--- config.mk ---
export PLATFORM = sky130hd
export DESIGN_NAME = vend_txn_ctrl
export DESIGN_NICKNAME = d
export VERILOG_FILES = /design/src/rtl/vend_pkg.sv /design/src/rtl/vend_txn_ctrl_rise_edge.sv /design/src/rtl/vend_txn_ctrl.sv
export SDC_FILE = /design/constraint.sdc
export NUM_CORES = 1
export LEC_CHECK = 0
export BUFFER_PORTS_ARGS = -buffer_cell sky130_fd_sc_hd__clkbuf_2
export CORE_MARGIN = 8
export CORE_UTILIZATION = 45
export DETAILED_ROUTE_END_ITERATION = 6
export PLACE_DENSITY = 0.74
export SYNTH_ARGS = -nofsm -noshare
export SYNTH_HDL_FRONTEND = slang
export SYNTH_SLANG_ARGS = --single-unit
--- constraint.sdc ---
create_clock -name clk -period 5.25 [get_ports clk]
set_input_delay 0.2625 -clock clk [delete_from_list [all_inputs] [get_ports clk]]
set_output_delay 0.2625 -clock clk [all_outputs]
set_load 0.05 [all_outputs]
--- src/rtl/vend_pkg.sv ---
// Shared types and lookups for the vending transaction sequencer.
package vend_pkg;

    localparam int unsigned CREDIT_W_DEF = 7;

    typedef enum logic [1:0] {
        S_IDLE   = 2'd0,
        S_CREDIT = 2'd1,
        S_VEND   = 2'd2,
        S_CHANGE = 2'd3
    } state_e;

    localparam logic [4:0] COIN_1  = 5'd1;
    localparam logic [4:0] COIN_5  = 5'd5;
    localparam logic [4:0] COIN_10 = 5'd10;
    localparam logic [4:0] COIN_20 = 5'd20;

    // Only meaningful for a one-hot coin vector; anything else is worth nothing.
    function automatic logic [4:0] coin_value(input logic [3:0] ev);
        case (ev)
            4'b0001: coin_value = COIN_1;
            4'b0010: coin_value = COIN_5;
            4'b0100: coin_value = COIN_10;
            4'b1000: coin_value = COIN_20;
            default: coin_value = 5'd0;
        endcase
    endfunction

    function automatic int unsigned price_lookup(input logic [2:0] idx,
                                                 input int unsigned p0, input int unsigned p1,
                                                 input int unsigned p2, input int unsigned p3,
                                                 input int unsigned p4);
        case (idx)
            3'd0:    price_lookup = p0;
            3'd1:    price_lookup = p1;
            3'd2:    price_lookup = p2;
            3'd3:    price_lookup = p3;
            3'd4:    price_lookup = p4;
            default: price_lookup = 0;
        endcase
    endfunction

endpackage

--- src/rtl/vend_txn_ctrl_rise_edge.sv ---
// Registered rising-edge detector: one-cycle event when the level goes 0 -> 1.
module rise_edge (
    input  logic clk,
    input  logic rst,
    input  logic d_i,
    output logic rise_o
);
    logic d_q;

    always_ff @(posedge clk) begin
        if (!rst) d_q <= 1'b0;
        else      d_q <= d_i;
    end

    assign rise_o = d_i & ~d_q;
endmodule

--- src/rtl/vend_txn_ctrl.sv ---
// Vending transaction sequencer: coin/button events, credit register,
// selection cursor and vend/change handshakes to the dispenser.
module vend_txn_ctrl
    import vend_pkg::*;
#(
    parameter int unsigned CREDIT_W    = CREDIT_W_DEF,
    parameter int unsigned MAX_CREDIT  = 99,
    parameter int unsigned N_ITEMS     = 5,
    parameter int unsigned PRICE0      = 7,
    parameter int unsigned PRICE1      = 5,
    parameter int unsigned PRICE2      = 6,
    parameter int unsigned PRICE3      = 10,
    parameter int unsigned PRICE4      = 8,
    parameter int unsigned TIMEOUT_CYC = 1_000_000
) (
    input  logic                clk,
    input  logic                rst,
    input  logic [3:0]          coin_in,
    input  logic                btn_l,
    input  logic                btn_r,
    input  logic                btn_c,
    input  logic                btn_refund,
    input  logic                vend_ready,
    input  logic                change_ready,
    output logic [CREDIT_W-1:0] credit,
    output logic [2:0]          sel_idx,
    output logic [CREDIT_W-1:0] sel_price,
    output logic [N_ITEMS-1:0]  avail,
    output logic                vend_valid,
    output logic [2:0]          vend_item,
    output logic                change_valid,
    output logic [CREDIT_W-1:0] change_amt,
    output logic                coin_reject,
    output logic                deny,
    output logic [1:0]          state_o
);
    localparam int unsigned     CNT_W   = $clog2(TIMEOUT_CYC + 1);
    localparam logic [CNT_W-1:0] TO_LAST = CNT_W'(TIMEOUT_CYC - 1);
    localparam logic [CREDIT_W:0] MAX_C  = (CREDIT_W + 1)'(MAX_CREDIT);
    localparam logic [2:0]      LAST_IDX = 3'(N_ITEMS - 1);

    state_e              state_q;
    logic [CREDIT_W-1:0] credit_q, change_amt_q;
    logic [2:0]          sel_idx_q, vend_item_q;
    logic [N_ITEMS-1:0]  avail_q, avail_d;
    logic                vend_valid_q, change_valid_q, coin_reject_q, deny_q;
    logic [CNT_W-1:0]    tmr_q;

    logic [3:0] coin_ev, btn_ev, btn_lvl;
    logic       ev_l, ev_r, ev_c, ev_ref;
    logic       coin_any, coin_one, coin_ok;
    logic [CREDIT_W:0] coin_sum;

    for (genvar i = 0; i < 4; i++) begin : g_edge
        rise_edge u_coin (.clk(clk), .rst(rst), .d_i(coin_in[i]), .rise_o(coin_ev[i]));
        rise_edge u_btn  (.clk(clk), .rst(rst), .d_i(btn_lvl[i]), .rise_o(btn_ev[i]));
    end

    assign btn_lvl = {btn_refund, btn_c, btn_r, btn_l};
    assign {ev_ref, ev_c, ev_r, ev_l} = btn_ev;

    // A coin is taken only if exactly one bit rose and the sum stays in range.
    assign coin_any = |coin_ev;
    assign coin_one = coin_any && ((coin_ev & (coin_ev - 4'd1)) == 4'd0);
    assign coin_sum = {1'b0, credit_q} + (CREDIT_W + 1)'(coin_value(coin_ev));
    assign coin_ok  = coin_one && (coin_sum <= MAX_C);

    assign sel_price = CREDIT_W'(price_lookup(sel_idx_q, PRICE0, PRICE1, PRICE2, PRICE3, PRICE4));

    for (genvar i = 0; i < N_ITEMS; i++) begin : g_avail
        assign avail_d[i] = credit_q >= CREDIT_W'(price_lookup(3'(i), PRICE0, PRICE1, PRICE2, PRICE3, PRICE4));
    end

    always_ff @(posedge clk) begin
        if (!rst) begin
            state_q        <= S_IDLE;
            credit_q       <= '0;
            sel_idx_q      <= '0;
            avail_q        <= '0;
            vend_valid_q   <= 1'b0;
            vend_item_q    <= '0;
            change_valid_q <= 1'b0;
            change_amt_q   <= '0;
            coin_reject_q  <= 1'b0;
            deny_q         <= 1'b0;
            tmr_q          <= '0;
        end else begin
            coin_reject_q <= 1'b0;
            deny_q        <= 1'b0;
            avail_q       <= avail_d;
            case (state_q)
                S_IDLE: begin
                    if (coin_ok) begin
                        credit_q <= coin_sum[CREDIT_W-1:0];
                        tmr_q    <= '0;
                        state_q  <= S_CREDIT;
                    end else if (coin_any) begin
                        coin_reject_q <= 1'b1;
                    end
                end
                S_CREDIT: begin
                    tmr_q <= tmr_q + 1'b1;
                    // Refund (button or timeout) beats confirm, which beats coins, which beat the cursor.
                    if (ev_ref || tmr_q == TO_LAST) begin
                        coin_reject_q  <= coin_any;
                        change_amt_q   <= credit_q;
                        change_valid_q <= 1'b1;
                        state_q        <= S_CHANGE;
                    end else if (ev_c) begin
                        coin_reject_q <= coin_any;
                        if (credit_q >= sel_price) begin
                            credit_q     <= credit_q - sel_price;
                            vend_item_q  <= sel_idx_q;
                            vend_valid_q <= 1'b1;
                            state_q      <= S_VEND;
                        end else begin
                            deny_q <= 1'b1;
                        end
                    end else if (coin_any) begin
                        if (coin_ok) begin
                            credit_q <= coin_sum[CREDIT_W-1:0];
                            tmr_q    <= '0;
                        end else begin
                            coin_reject_q <= 1'b1;
                        end
                    end else if (ev_l ^ ev_r) begin
                        tmr_q <= '0;
                        if (ev_l) sel_idx_q <= (sel_idx_q == 3'd0) ? LAST_IDX : sel_idx_q - 3'd1;
                        else      sel_idx_q <= (sel_idx_q == LAST_IDX) ? 3'd0 : sel_idx_q + 3'd1;
                    end
                end
                S_VEND: begin
                    coin_reject_q <= coin_any;
                    if (vend_ready) begin
                        vend_valid_q <= 1'b0;
                        if (credit_q != '0) begin
                            change_amt_q   <= credit_q;
                            change_valid_q <= 1'b1;
                            state_q        <= S_CHANGE;
                        end else begin
                            state_q <= S_IDLE;
                        end
                    end
                end
                S_CHANGE: begin
                    coin_reject_q <= coin_any;
                    if (change_ready) begin
                        credit_q       <= '0;
                        change_valid_q <= 1'b0;
                        state_q        <= S_IDLE;
                    end
                end
                default: state_q <= S_IDLE;
            endcase
        end
    end

    assign credit       = credit_q;
    assign sel_idx      = sel_idx_q;
    assign avail        = avail_q;
    assign vend_valid   = vend_valid_q;
    assign vend_item    = vend_item_q;
    assign change_valid = change_valid_q;
    assign change_amt   = change_amt_q;
    assign coin_reject  = coin_reject_q;
    assign deny         = deny_q;
    assign state_o      = state_q;
endmodule

==> Yosys cells after proc, flatten, opt, wreduce, memory -nomap -nowiden <==
Index checks and enable logic that the tools add are counted.
{ "word_totals": {"out_inout_bits": 38, "in_bits": 12, "register_bits": 59, "elab_cells": 150} }
{ "op_classes": {"reduce_logical": 22, "n_lt_le_gt_ge": 7, "mux": 49, "n_eq_ne": 24, "addsub": 6, "bitwise_logic": 23} }
{ "ops": {"columns": ["operator", "n"], "rows": [
  ["two-way mux 20 bit", 6],
  ["two-way mux 7 bit", 9],
  ["case mux 20 bit (2 select lines)", 1],
  ["AND reduction 5 bit", 5],
  ["greater-or-equal comparator 7 x 3 -> 1 bit (second input constant)", 3],
  ["case mux 7 bit (3 select lines)", 1],
  ["adder 20 x 1 -> 20 bit (second input constant)", 1],
  ["equality test 20 bit (second input constant)", 1],
  ["case mux 4 bit (5 select lines)", 1],
  ["case mux 5 bit (4 select lines)", 1],
  ["inequality test 2 bit (second input constant)", 8],
  ["two-way mux 1 bit", 15],
  ["greater-or-equal comparator 7 x 4 -> 1 bit (second input constant)", 2],
  ["two-way mux 2 bit", 7],
  ["case mux 7 bit (2 select lines)", 1],
  ["inverter 1 bit", 13],
  ["inequality test 3 bit (second input constant)", 4],
  ["two-way mux 3 bit", 3],
  ["adder 7 x 5 -> 8 bit", 1],
  ["AND 1 bit", 8],
  ["<= comparator 8 x 7 -> 1 bit (second input constant)", 1],
  ["case mux 2 bit (4 select lines)", 1],
  ["AND reduction 4 bit", 2],
  ["OR reduction 4 bit", 2],
  ["28 further kinds", 34]
]} }

==> Logic depth before layout (Yosys ltp) <==
Gate-level depths: netlist of the first run.
{ "depth": {"depth_word": 12, "mapped_depth": 16, "ltp_nobuf": 14} }

==> Hierarchy <==
Synthesis of the first run repeated with hierarchy kept, for this count alone.
{ "unflattened": {"cells_unflattened": 446, "area_unflattened_um2": 3713.6} }
{ "by_module_without_submodules": {"columns": ["module", "cells_each", "area_each_um2", "seq_area_each_um2", "n_inst"], "rows": [
  ["vend_txn_ctrl", 422, 3393.3, 1021.0, 1],
  ["rise_edge", 3, 40.0, 20.0, 8]
]} }

==> Worst setup path after synthesis of the first run <==
No wires, ideal clock.
{ "synth_path": {"kind": "register to register", "start": "reg sel_idx_q[0], in the netlist sel_idx[0]", "end": "reg credit_q[6], in the netlist credit[6]", "path_buffers": 1, "arrival_ps": 3486, "slack_ps": 1650, "setup_ps": 115, "synth_period_minus_slack_ps": 3600, "required_ps": 5135, "stages_incl_launch_ff": 15, "cell_sequence": "dfxtp_1 -> inv_1 -> ha_1 -> ha_1 -> a21o_1 -> nor2_1 -> ha_1 -> and2_1 -> a221o_1 -> nor2_1 -> a21oi_1 -> buf_2 -> a21oi_1 -> o22ai_1 -> o21a_1"} }
{ "synth_via": {"elab_chain_cells": 7, "word_cells_on_any_way": 14, "cone_classes": "1 x add/sub; 1 x order compare; 5 x eq/ne; 5 x mux; 2 x reduce/logical"} }
{ "synth_rtl": {"columns": ["item", "line", "source"], "rows": [
  ["start, declared", "vend_txn_ctrl.sv:44", "logic [2:0] sel_idx_q, vend_item_q;"],
  ["start signal, assigned", "vend_txn_ctrl.sv:128", "if (ev_l) sel_idx_q <= (sel_idx_q == 3'd0) ? LAST_IDX : sel_idx_q - 3'd1;"],
  ["start signal, assigned", "vend_txn_ctrl.sv:129", "else sel_idx_q <= (sel_idx_q == LAST_IDX) ? 3'd0 : sel_idx_q + 3'd1;"],
  ["equality test 3 bit, or another cell as far along", "vend_pkg.sv:33", "case (idx)"],
  ["case mux 4 bit (5 select lines) (*)", "vend_pkg.sv:33", null],
  ["net sel_price[0]", "vend_txn_ctrl.sv:27", "output logic [CREDIT_W-1:0] sel_price,"],
  ["subtractor 7 bit", "vend_txn_ctrl.sv:112", "credit_q <= credit_q - sel_price;"],
  ["two-way mux 7 bit", "vend_txn_ctrl.sv:111", "if (credit_q >= sel_price) begin"],
  ["two-way mux 7 bit", "vend_txn_ctrl.sv:109", "end else if (ev_c) begin"],
  ["two-way mux 7 bit", "vend_txn_ctrl.sv:104", "if (ev_ref || tmr_q == TO_LAST) begin"],
  ["case mux 7 bit (3 select lines)", "vend_txn_ctrl.sv:91", "case (state_q)"],
  ["end signal, assigned", "vend_txn_ctrl.sv:94", "credit_q <= coin_sum[CREDIT_W-1:0];"],
  ["end signal, assigned", "vend_txn_ctrl.sv:112", null],
  ["end signal, assigned", "vend_txn_ctrl.sv:121", "credit_q <= coin_sum[CREDIT_W-1:0];"],
  ["end, declared", "vend_txn_ctrl.sv:43", "logic [CREDIT_W-1:0] credit_q, change_amt_q;"]
]} }
Mark *: on every way through the listed nets, which the timed path passes. The rest lies on a longest branch. The select of a mux whose other input is x is not followed.
A chain may end at the register's enable or synchronous reset.

==> Worst setup path in the final report of the first run <==
{ "layout_path": {"start": "reg sel_idx_q[0], in the netlist sel_idx[0]", "end": "reg credit_q[4], in the netlist credit[4]"} }
{ "layout_via": {"elab_chain_cells": 7, "word_cells_on_any_way": 14, "cone_classes": "1 x add/sub; 1 x order compare; 5 x eq/ne; 5 x mux; 2 x reduce/logical"} }
{ "layout_rtl": {"columns": ["item", "line"], "rows": [
  ["equality test 3 bit, or another cell as far along", "vend_pkg.sv:33"],
  ["case mux 4 bit (5 select lines) (*)", "vend_pkg.sv:33"],
  ["subtractor 7 bit", "vend_txn_ctrl.sv:112"],
  ["two-way mux 7 bit", "vend_txn_ctrl.sv:111"],
  ["two-way mux 7 bit", "vend_txn_ctrl.sv:109"],
  ["two-way mux 7 bit", "vend_txn_ctrl.sv:104"],
  ["case mux 7 bit (3 select lines)", "vend_txn_ctrl.sv:91"]
]} }
Every way passes the cells marked *; elsewhere a longest branch is shown, timed or not. The select of a mux whose other input is x is not followed.

==> run summary, run 1 <==
Num CTS Buffers -> 9
CP Data Required Time -> 5.42 ns
Worst skew pair latency -> 0.34 ns
Cell Chain, Critical Path -> inv_1 -> ha_1 -> ha_1 -> a21o_1 -> nor2_1 -> ha_1 -> and2_1 -> nand3_1 -> o21ai_1 -> nor2_1 -> a21oi_1 -> inv_1 -> o31ai_1 -> a311oi_1
HPWL Detailed -> 6828 microns
Logic gate share of total power -> 0.484
Highest routed metal layer -> met4
Final Instance Area -> 4118 sq um
WP data arrival -> 3.77 ns
Flop pwr share -> 0.329
Placed Area -> 3949 sq um
Ys async rst share -> 0
Congestion Overflow GR -> 0
Total track usage -> 0.1651
CP most frequent cell -> ha_1
Final wirelength -> 9284 microns
Synthesized flop and latch total -> 59
Via count -> 3391
Register area share after synthesis -> 0.3166
Fin crit share -> 0.6864
Crit-path max cell delay -> 0.71 ns
Status -> completed
Placed Cells -> 583
Routed length per instance -> 15.50 microns
GPL Wtd Cong -> 0.9140
NumNets Final -> 520
Worst Hold Class -> input port to register
Initial antenna violation count -> 0
Routed wire length on met3 -> 518 microns
CTS Hold Buffers Added -> 0
Tot Pwr -> 0.001914 W
NetSw -> 0.0009390 W
Main synth FF type -> dfxtp_1
Vias in the first global route -> 3356
Share of cells above drive strength 1 -> 0.1761
# fillers -> 797
Final Hold Fails -> 0
Clk pwr share -> 0.187
Count of different cell masters after synthesis -> 70
Top delay family on crit path -> compound AO/OA/AOI/OAI gates
Final setup TNS -> 0 ns
Final Critical Period -> 3.604 ns
Worst Skew -> 0.01081 ns
Global-route wire length before repair -> 15600 microns
Yosys top cell by area -> dfxtp_1
Slew margin rel. -> 0.3944
Clock slew at reported path FFs -> 0.07 ns
Post-synth top cells -> dfxtp_1 (59), nor2_1 (38), a21oi_1 (33), nand2_1 (33), inv_1 (29)
ANT nets after route -> 0
Met2 wire length -> 4765 microns
Die ar. -> 11460 sq um
Finished Core Util -> 0.5062
Largest net degree at the start of global routing -> 25
Top Ports -> 50
Most common cell in the netlist -> dfxtp_1
Post-synthesis cell area -> 3731 sq um
Setup Fix Bufs, Post-CTS -> 0
CTS tree -> yes
Max cap viols -> 0
Critical Path Fanout Max -> 12
DRT Pass-1 Iters -> 4
Critical path class -> register to register
Fin. max-slew vios -> 0
Max clock buf depth -> 2
CP startpoint -> sel_idx[0]
M1 wire length -> 3884 microns
Worst-Margin Slew -> 0.9084 ns
Hold path start -> coin_in[2]
EDFF count, synth -> 0
Avg Vias per Cell -> 5.661
RSZ-0062 raised after global routing -> no
PwrDens -> 464.7 nW/um^2
Crit. End Element -> register
Cell Int Power -> 0.0009746 W
Startpoint types -> register
Row cnt -> 33
Fmax -> 277.5 MHz
Clock Sinks -> 59
Area contributors post-synth -> dfxtp_1 (32%), ha_1 (5.7%), a21oi_1 (4.4%)
DRC viols -> 0
Non-Filler Instances -> 599
Antenna fix cells -> 0
Initial core utilization -> 0.4587
H-Tree Depth -> 3
CP max-delay cell -> a21oi_1
Switching power share of the total -> 0.4907
Final setup fails -> 0
Yosys top cell area share -> 0.3166
Mapped Avg Cell Area -> 8.200 sq um
Worst path bufs/invs -> 2
Peak VDD IR -> 245.4 uV
Cells after Synth -> 455
YS warnings -> 0
Worst reg2reg path startpoint -> sel_idx[0]
Clock root buffer -> clkbuf_8
Die Ht -> 107.1 microns
Die Width -> 107.1 microns
IO buf count -> 46
Post_cts resized -> 0
P&R area growth vs syn -> 10.36%
P_leak -> 1.712 nW
Drt initial violations -> 313
Core ar. -> 8134 sq um
layer usage:
layer / GRT usage / vias up
li1: - / 1691
met1: 0.1895 / 1594
met2: 0.2917 / 95
met3: 0.04379 / 11
met4: 0.04824 / 0
met5: 0 / -
area by class of cell:
cell class,instances,area [sq um],area share
clock buffers,9,123.9,0.03008
well taps,105,131.4,0.03191
flip-flops and latches,59,1181,0.2868
multi-input cells,343,2293,0.5570
inverters,30,112.6,0.02735
repair buffers,46,230.2,0.05591
clock inverters,7,45.04,0.01094
worst reg2reg max path: stages, from the launching register on:
cell      delay, ns
dfxtp_1        0.41
inv_1          0.11
ha_1           0.27
ha_1           0.23
a21o_1         0.20
nor2_1         0.13
ha_1           0.20
and2_1         0.16
nand3_1        0.09
o21ai_1        0.15
nor2_1         0.10
a21oi_1        0.71
inv_1          0.29
o31ai_1        0.30
a311oi_1       0.08
placed cells by master, fill, tap and decap left out, types with 5 or more instances in the layout:
master    Yosys  layout
and3_1       10      10
and2_1        9       9
xnor2_1       8       8
dfxtp_1      59      59
nand2_1      33      33
clkbuf_2      1      46
a21oi_1      33      33
ha_1         17      17
mux2i_1      13      13
nor2_1       38      38
nand3_1      25      25
o21ai_0      17      17
nand2b_1      9       9
nand4_1       5       5
o311ai_1      6       6
or3_1         6       6
xor2_1        6       6
o21ai_1       9       9
clkbuf_8      0       9
o21a_1        7       7
inv_1        29      29
nor2b_1       7       7
nor3_1       11      11
per-stage QoR:
step	setup WS [ns]	hold slack (ns)
floorplan	1.650	0.3743
global placement	1.679	0.4455
CTS	1.657	0.1303
global route	1.316	0.1296
detailed placement	1.618	0.4648
finish	1.646	0.1367
power by group through the flow:
stage | logic, W | registers, W | clock network [W]
after global placement | 0.000910 | 0.000635 | 0
after CTS | 0.000925 | 0.000627 | 0.000368
after floorplan | 0.000622 | 0.000759 | 0
after global routing | 0.00101 | 0.000641 | 0.000389
after detailed placement | 0.000922 | 0.000638 | 0
final | 0.000927 | 0.000630 | 0.000357
kinds of logic (layout without fill, tap and decap cells):
group / Yosys count / in the layout / share of synthesized area
and+or+nand+nor: 179 / 179 / 0.2569
adders and majority gates: 19 / 19 / 0.06774
xor gates and xnor gates: 15 / 15 / 0.03723
DFF: 59 / 59 / 0.3166
buffers and inverters: 55 / 92 / 0.07075
other: 1 / 3 / 0.001005
AOI/OAI and AO/OA: 114 / 114 / 0.2150
muxes: 13 / 13 / 0.03487
flip-flops by register name, summed over array words and instances, names as in the netlist:
| register | flops |
|---|---|
| tmr_q | 20 |
| avail | 5 |
| state_o | 2 |
| sel_idx | 3 |
| vend_item | 3 |
| deny | 1 |
| g_edge.u_coin.d_q | 4 |
| vend_valid | 1 |
| g_edge.u_btn.d_q | 4 |
| change_valid | 1 |
| credit | 7 |
| coin_reject | 1 |
| change_amt | 7 |
final timing paths:
check,slack [ns],end,depth (start not counted)
setup / recovery,1.65,credit[4],14
hold / removal,0.14,g_edge[2].u_coin.d_q,2
setup reg to reg,1.65,credit[4],14
hold reg to reg,0.46,change_valid,2
Note: power is estimated with default switching activity, not from simulation.
==> inputs of run 2 (changes only) <==
- PLACE_DENSITY: 0.74 -> 0.76
- clock period: 5.25 -> 3.02 ns (I/O delays scaled with it)
==> run 2 against run 1 <==
The flow now finishes with violations (negative setup slack). Hold slack got worse by 0.12 ns. Global-route usage up 1.8 points. Die area is the same. Largest power group unchanged. Highest routed layer unchanged.
==> run summary, run 2 (synthesized netlist as in run 1, its figures left out) <==
DRC viols -> 0 (unchanged)
Core ar. -> 8134 sq um (unchanged)
Row cnt -> 33 (unchanged)
Slew margin rel. -> 0.4173 (+0.02293)
Antenna fix cells -> 0 (unchanged)
Largest net degree at the start of global routing -> 25 (unchanged)
Hold EP -> g_edge[0].u_btn.d_q
Capturing point of the worst reg2reg path -> tmr_q[5]
Max cap viols -> 0 (unchanged)
Worst Skew -> 0.01497 ns (+0.004165 ns)
Critical path class -> register to register
Pre-CTS WS -> -0.09780 ns (-1.715 ns)
HPWL Detailed -> 7448 microns (+9.1%)
Worst Hold Class -> input port to register
Startpoint types -> register
Top reg by flops -> tmr_q
Initial core utilization -> 0.4587 (unchanged)
Logic gate share of total power -> 0.525 (+0.041)
Vias in the first global route -> 3580 (+6.7%)
ANT nets after route -> 0 (unchanged)
Most common cell after layout, fill and taps aside -> dfxtp_1
Largest register FFs -> 20 (unchanged)
Critical Path Fanout Max -> 16 (+4)
Avg Vias per Cell -> 5.808 (+2.6%)
Clock slew at reported path FFs -> 0.07 ns (about the same)
Global-route wire length before repair -> 17110 microns (+9.7%)
Failing checks -> negative setup slack
Switching power share of the total -> 0.4486 (-0.04208)
Finished Core Util -> 0.5916 (+0.08537)
Routed length per instance -> 16.45 microns (+6.1%)
Worst reg2reg path startpoint -> g_edge[0].u_coin.d_q
P_leak -> 2.030 nW (+19%)
NetSw -> 0.001811 W (+93%)
Flop pwr share -> 0.249 (-0.080)
Top Ports -> 50 (unchanged)
CTS tree -> yes
CP most frequent cell -> xnor2_2
Cell Int Power -> 0.002226 W (+130%)
Cell Chain, Critical Path -> and2b_2 -> xnor2_2 -> nor2_1 -> ha_2 -> inv_2 -> fa_2 -> and2b_1 -> o211ai_2 -> a21oi_2 -> xnor2_2 -> a211o_1 -> and3_4 -> buf_12 -> nand3_1 -> o311ai_4
Initial antenna violation count -> 0 (unchanged)
Status -> finished with violations
Die ar. -> 11460 sq um (unchanged)
Num CTS Buffers -> 9 (unchanged)
Final setup TNS -> -0.5941 ns (-0.5941 ns)
Die Ht -> 107.1 microns (unchanged)
Congestion Overflow GR -> 0 (unchanged)
Clk pwr share -> 0.226 (+0.039)
Final setup fails -> 21 (+21)
P&R area growth vs syn -> 28.97%
Total track usage -> 0.1830 (+0.01798)
Peak VDD IR -> 612.2 uV (+150%)
Via count -> 3746 (+10%)
Worst skew pair latency -> 0.36 ns (+0.02 ns)
Worst path bufs/invs -> 2 (unchanged)
RSZ-0062 raised after global routing -> yes
WP data arrival -> 3.31 ns (-0.46 ns)
Worst-Margin Slew -> 0.8731 ns (-0.03536 ns)
Top delay family on crit path -> simple AND/OR/NAND/NOR gates
Drt initial violations -> 253 (-19%)
GPL Wtd Cong -> 0.9011 (-1.4%)
Most frequent cells in the layout -> dfxtp_1 (54), clkbuf_2 (46), buf_4 (38)
Clock Sinks -> 59 (unchanged)
Die Width -> 107.1 microns (unchanged)
Fin. max-slew vios -> 0 (unchanged)
NumNets Final -> 566 (+8.8%)
Share of cells above drive strength 1 -> 0.3204 (+0.1443)
Fin crit share -> 1.022 (+0.3357)
H-Tree Depth -> 3 (unchanged)
CP max-delay cell -> fa_2
Tot Pwr -> 0.004038 W (+110%)
Clock root buffer -> clkbuf_8
CTS Hold Buffers Added -> 0 (unchanged)
Final Critical Period -> 3.087 ns (-0.5170 ns)
Final WS setup -> -0.06681 ns (-1.713 ns)
Worst hold slack -> 0.01223 ns (-0.1245 ns)
FF-to-FF path depth -> 15 (+1)
Final Hold Fails -> 0 (unchanged)
R2r setup slk -> -0.07 ns (-1.71 ns)
Max clock buf depth -> 2 (unchanged)
Final wirelength -> 10610 microns (+14%)
Crit. End Element -> register
IO buf count -> 46 (unchanged)
CP Data Required Time -> 3.25 ns (-2.17 ns)
Hold path start -> btn_l
DRT Pass-1 Iters -> 5 (+1)
Hold depth -> 2 (unchanged)
PwrDens -> 839.1 nW/um^2 (+81%)
Fmax -> 324.0 MHz (+17%)
Crit-path max cell delay -> 0.35 ns (-0.36 ns)
[run 2: area by class of cell]
type	count	area, sq um
clock inverter	7	125.1
timing repair buffer	92	640.6
fill	710	3322
tap	105	131.4
multi-input combinational	343	2486
sequential	59	1192
inverter	30	112.6
clock buffer	9	123.9
[run 2: worst max-delay path by stage]
stage / to / slack [ns] / from / depth (start not counted)
global route: tmr_q[18] / -0.25 / g_edge[0].u_coin.d_q / 17
finish: tmr_q[5] / -0.07 / g_edge[0].u_coin.d_q / 15
detailed placement: credit[5] / -0.1 / coin_in[3] / 16
CTS: credit[5] / -0.01 / g_edge[0].u_coin.d_q / 15
global placement: credit[5] / 0.005 / g_edge[0].u_coin.d_q / 13
floorplan: credit[6] / -0.04 / sel_idx[0] / 14
[run 2: metrics by stage]
step / instances / cell area (sq um)
after floorplan: 457 / 3762
after global placement: 620 / 4288
after detailed placement: 620 / 4288
after CTS: 640 / 4591
after global routing: 645 / 4812
final: 645 / 4812
[run 2: routing by layer]
layer / vias to the layer above / GRT usage / part of all wire
li1: 1784 / - / -
met1: 1810 / 0.2069 / 0.41
met2: 121 / 0.3191 / 0.51
met3: 31 / 0.03779 / 0.047
met4: 0 / 0.09045 / 0.026
met5: - / 0 / 0
[run 2: power by group through the flow]
stage	sequential, W	clock, W	combinational, W
finish	0.00101	0.000914	0.00212
global placement	0.00101	0	0.00188
CTS	0.00100	0.000927	0.00198
floorplan	0.00132	0	0.00109
global route	0.00102	0.000962	0.00227
detailed placement	0.00102	0	0.00191
[run 2: timing repair]
action	CTS	global route
endpoints found under the hold margin	0	0
gates cloned	0	0
resized for setup	7	38
setup buffers	4	5
pin swaps	6	14
endpoints found under the setup margin	25	32
==> inputs of run 3 (changes only) <==
- RECOVER_POWER: default -> 50
==> run 3 against run 2 <==
The run still ends with negative setup slack left. Non-clock buffer count did not move. Critical endpoint unchanged. Cell count is the same. Critical path depth did not move. Maximum frequency is 0.17% lower. Via count down 0.40%. Core utilization shrank 0.38 points.
==> run summary, run 3 (synthesized netlist as in run 1, its figures left out) <==
Status -> finished with violations
Failing checks -> negative setup slack
ANT nets after route -> 0 (unchanged)
WP data arrival -> 3.32 ns (about the same)
Clk pwr share -> 0.227 (about the same)
Share of cells above drive strength 1 -> 0.2741 (-0.04630)
IO buf count -> 46 (unchanged)
Die Ht -> 107.1 microns (unchanged)
Total track usage -> 0.1830 (unchanged)
CP most frequent cell -> xnor2_2
Max clock buf depth -> 2 (unchanged)
Final WS setup -> -0.07192 ns (-0.005105 ns)
Hold path start -> btn_l
Peak VDD IR -> 610.6 uV (-0.26%)
Cell Int Power -> 0.002210 W (-0.72%)
Routed wire length on met3 -> 533 microns (+6.4%)
P_leak -> 1.945 nW (-4.2%)
GPL Wtd Cong -> 0.9011 (unchanged)
Avg Vias per Cell -> 5.784 (-0.40%)
Die Width -> 107.1 microns (unchanged)
Hold depth -> 2 (unchanged)
CTS Hold Buffers Added -> 0 (unchanged)
CTS tree -> yes
Final wirelength -> 10640 microns (+0.25%)
Routed length per instance -> 16.49 microns (+0.25%)
Fin. max-slew vios -> 0 (unchanged)
Vias in the first global route -> 3580 (unchanged)
Global-route wire length before repair -> 17110 microns (unchanged)
Final setup TNS -> -0.7308 ns (-0.1367 ns)
Top Ports -> 50 (unchanged)
HPWL Detailed -> 7448 microns (unchanged)
Highest routed metal layer -> met4
NumNets Final -> 566 (unchanged)
Congestion Overflow GR -> 0 (unchanged)
Crit. End Element -> register
Die ar. -> 11460 sq um (unchanged)
Cell Chain, Critical Path -> and2b_2 -> xnor2_2 -> nor2_1 -> ha_2 -> inv_2 -> fa_2 -> and2b_1 -> o211ai_2 -> a21oi_2 -> xnor2_2 -> a211o_1 -> and3_4 -> buf_12 -> nand3_1 -> o311ai_4
Crit-path max cell delay -> 0.36 ns (about the same)
PwrDens -> 841.0 nW/um^2 (+0.23%)
R2r setup slk -> -0.07 ns (about the same)
Clock Sinks -> 59 (unchanged)
Hold EP -> g_edge[0].u_btn.d_q
Row cnt -> 33 (unchanged)
Clock root buffer -> clkbuf_8
NetSw -> 0.001810 W (about the same)
Switching power share of the total -> 0.4503 (+0.001649)
Fmax -> 323.4 MHz (-0.17%)
CP max-delay cell -> fa_2
Worst-Margin Slew -> 0.8851 ns (+0.01204 ns)
Worst hold slack -> 0.01225 ns (+0.00002430 ns)
Worst reg2reg path startpoint -> g_edge[0].u_coin.d_q
Initial core utilization -> 0.4587 (unchanged)
Num CTS Buffers -> 9 (unchanged)
Logic gate share of total power -> 0.523 (-0.002)
Flop pwr share -> 0.250 (about the same)
Via count -> 3731 (-0.40%)
Final setup fails -> 21 (unchanged)
Worst Skew -> 0.01492 ns (-0.00005760 ns)
Startpoint types -> register
Finished Core Util -> 0.5878 (-0.003845)
Clock slew at reported path FFs -> 0.07 ns (about the same)
DRC viols -> 0 (unchanged)
Largest register FFs -> 20 (unchanged)
FF-to-FF path depth -> 15 (unchanged)
Top reg by flops -> tmr_q
Max cap viols -> 0 (unchanged)
Initial antenna violation count -> 0 (unchanged)
Slew margin rel. -> 0.4093 (-0.008036)
DRT Pass-1 Iters -> 5 (unchanged)
CP Data Required Time -> 3.25 ns (about the same)
Largest net degree at the start of global routing -> 25 (unchanged)
Drt initial violations -> 319 (+26%)
P&R area growth vs syn -> 28.14%
Most common cell after layout, fill and taps aside -> dfxtp_1
Critical Path Fanout Max -> 16 (unchanged)
Fin crit share -> 1.024 (+0.001690)
Worst skew pair latency -> 0.36 ns (about the same)
Worst Hold Class -> input port to register
Tot Pwr -> 0.004021 W (-0.42%)
Final Critical Period -> 3.092 ns (+0.005105 ns)
Final Hold Fails -> 0 (unchanged)
Antenna fix cells -> 0 (unchanged)
Most frequent cells in the layout -> dfxtp_1 (54), buf_4 (38), nor2_1 (36)
Met2 wire length -> 5460 microns (unchanged)
H-Tree Depth -> 3 (unchanged)
M1 wire length -> 4400 microns (+0.78%)
RSZ-0062 raised after global routing -> yes
Core ar. -> 8134 sq um (unchanged)
Capturing point of the worst reg2reg path -> tmr_q[5]
Critical path class -> register to register
[run 3: worst max path at each step]
| stage | cells after the start | end | startpoint |
|---|---|---|---|
| 6_report | 15 | tmr_q[5] | g_edge[0].u_coin.d_q |
| 5_1_grt | 17 | tmr_q[18] | g_edge[0].u_coin.d_q |
| 3_3_place_gp | 13 | credit[5] | g_edge[0].u_coin.d_q |
| 2_1_floorplan | 14 | credit[6] | sel_idx[0] |
| 4_1_cts | 15 | credit[5] | g_edge[0].u_coin.d_q |
| 3_5_place_dp | 16 | credit[5] | coin_in[3] |
[run 3: cell type report]
type | count | area, sq um
well taps | 105 | 131.4
inverters | 30 | 112.6
fillers | 725 | 3353
multi-input cells | 343 | 2486
clock buffers | 9 | 123.9
repair buffers | 92 | 609.3
clock inverters | 7 | 125.1
flip-flops and latches | 59 | 1192
[run 3: metal layers]
layer / vias up / track usage
met5: - / 0
met4: 0 / 0.09045
met3: 26 / 0.03779
met2: 125 / 0.3191
met1: 1798 / 0.2069
li1: 1782 / -
[run 3: critical path, delay by kind of cell, from the launching register on]
kind	cells	cell delay, ns
DFF	1	0.30
adders and majority gates	2	0.55
and+or+nand+nor	5	0.92
buffers and inverters	2	0.19
AOI/OAI and AO/OA	4	0.76
xor gates and xnor gates	2	0.24
[run 3: timing repair]
item                       in CTS  in global routing
setup endpoints to repair      25                 32
pin swaps                       6                 14
setup buffers                   4                  5
cloned                          0                  0
gates resized for setup         7                 38
[run 3: per-stage QoR]
step                worst slack [ns]  std cells  area, sq um
floorplan                   -0.03762        457         3762
global placement            0.005133        620         4288
detailed placement          -0.09780        620         4288
CTS                         -0.01056        640         4591
global route                 -0.2524        645         4781
finish                      -0.07192        645         4781
[run 3: power groups by stage]
| stage | clock network, W | registers, W | logic [W] |
|---|---|---|---|
| floorplan | 0 | 0.00132 | 0.00109 |
| global placement | 0 | 0.00101 | 0.00188 |
| detailed placement | 0 | 0.00102 | 0.00191 |
| CTS | 0.000927 | 0.00100 | 0.00198 |
| global route | 0.000962 | 0.00102 | 0.00225 |
| finish | 0.000913 | 0.00100 | 0.00210 |
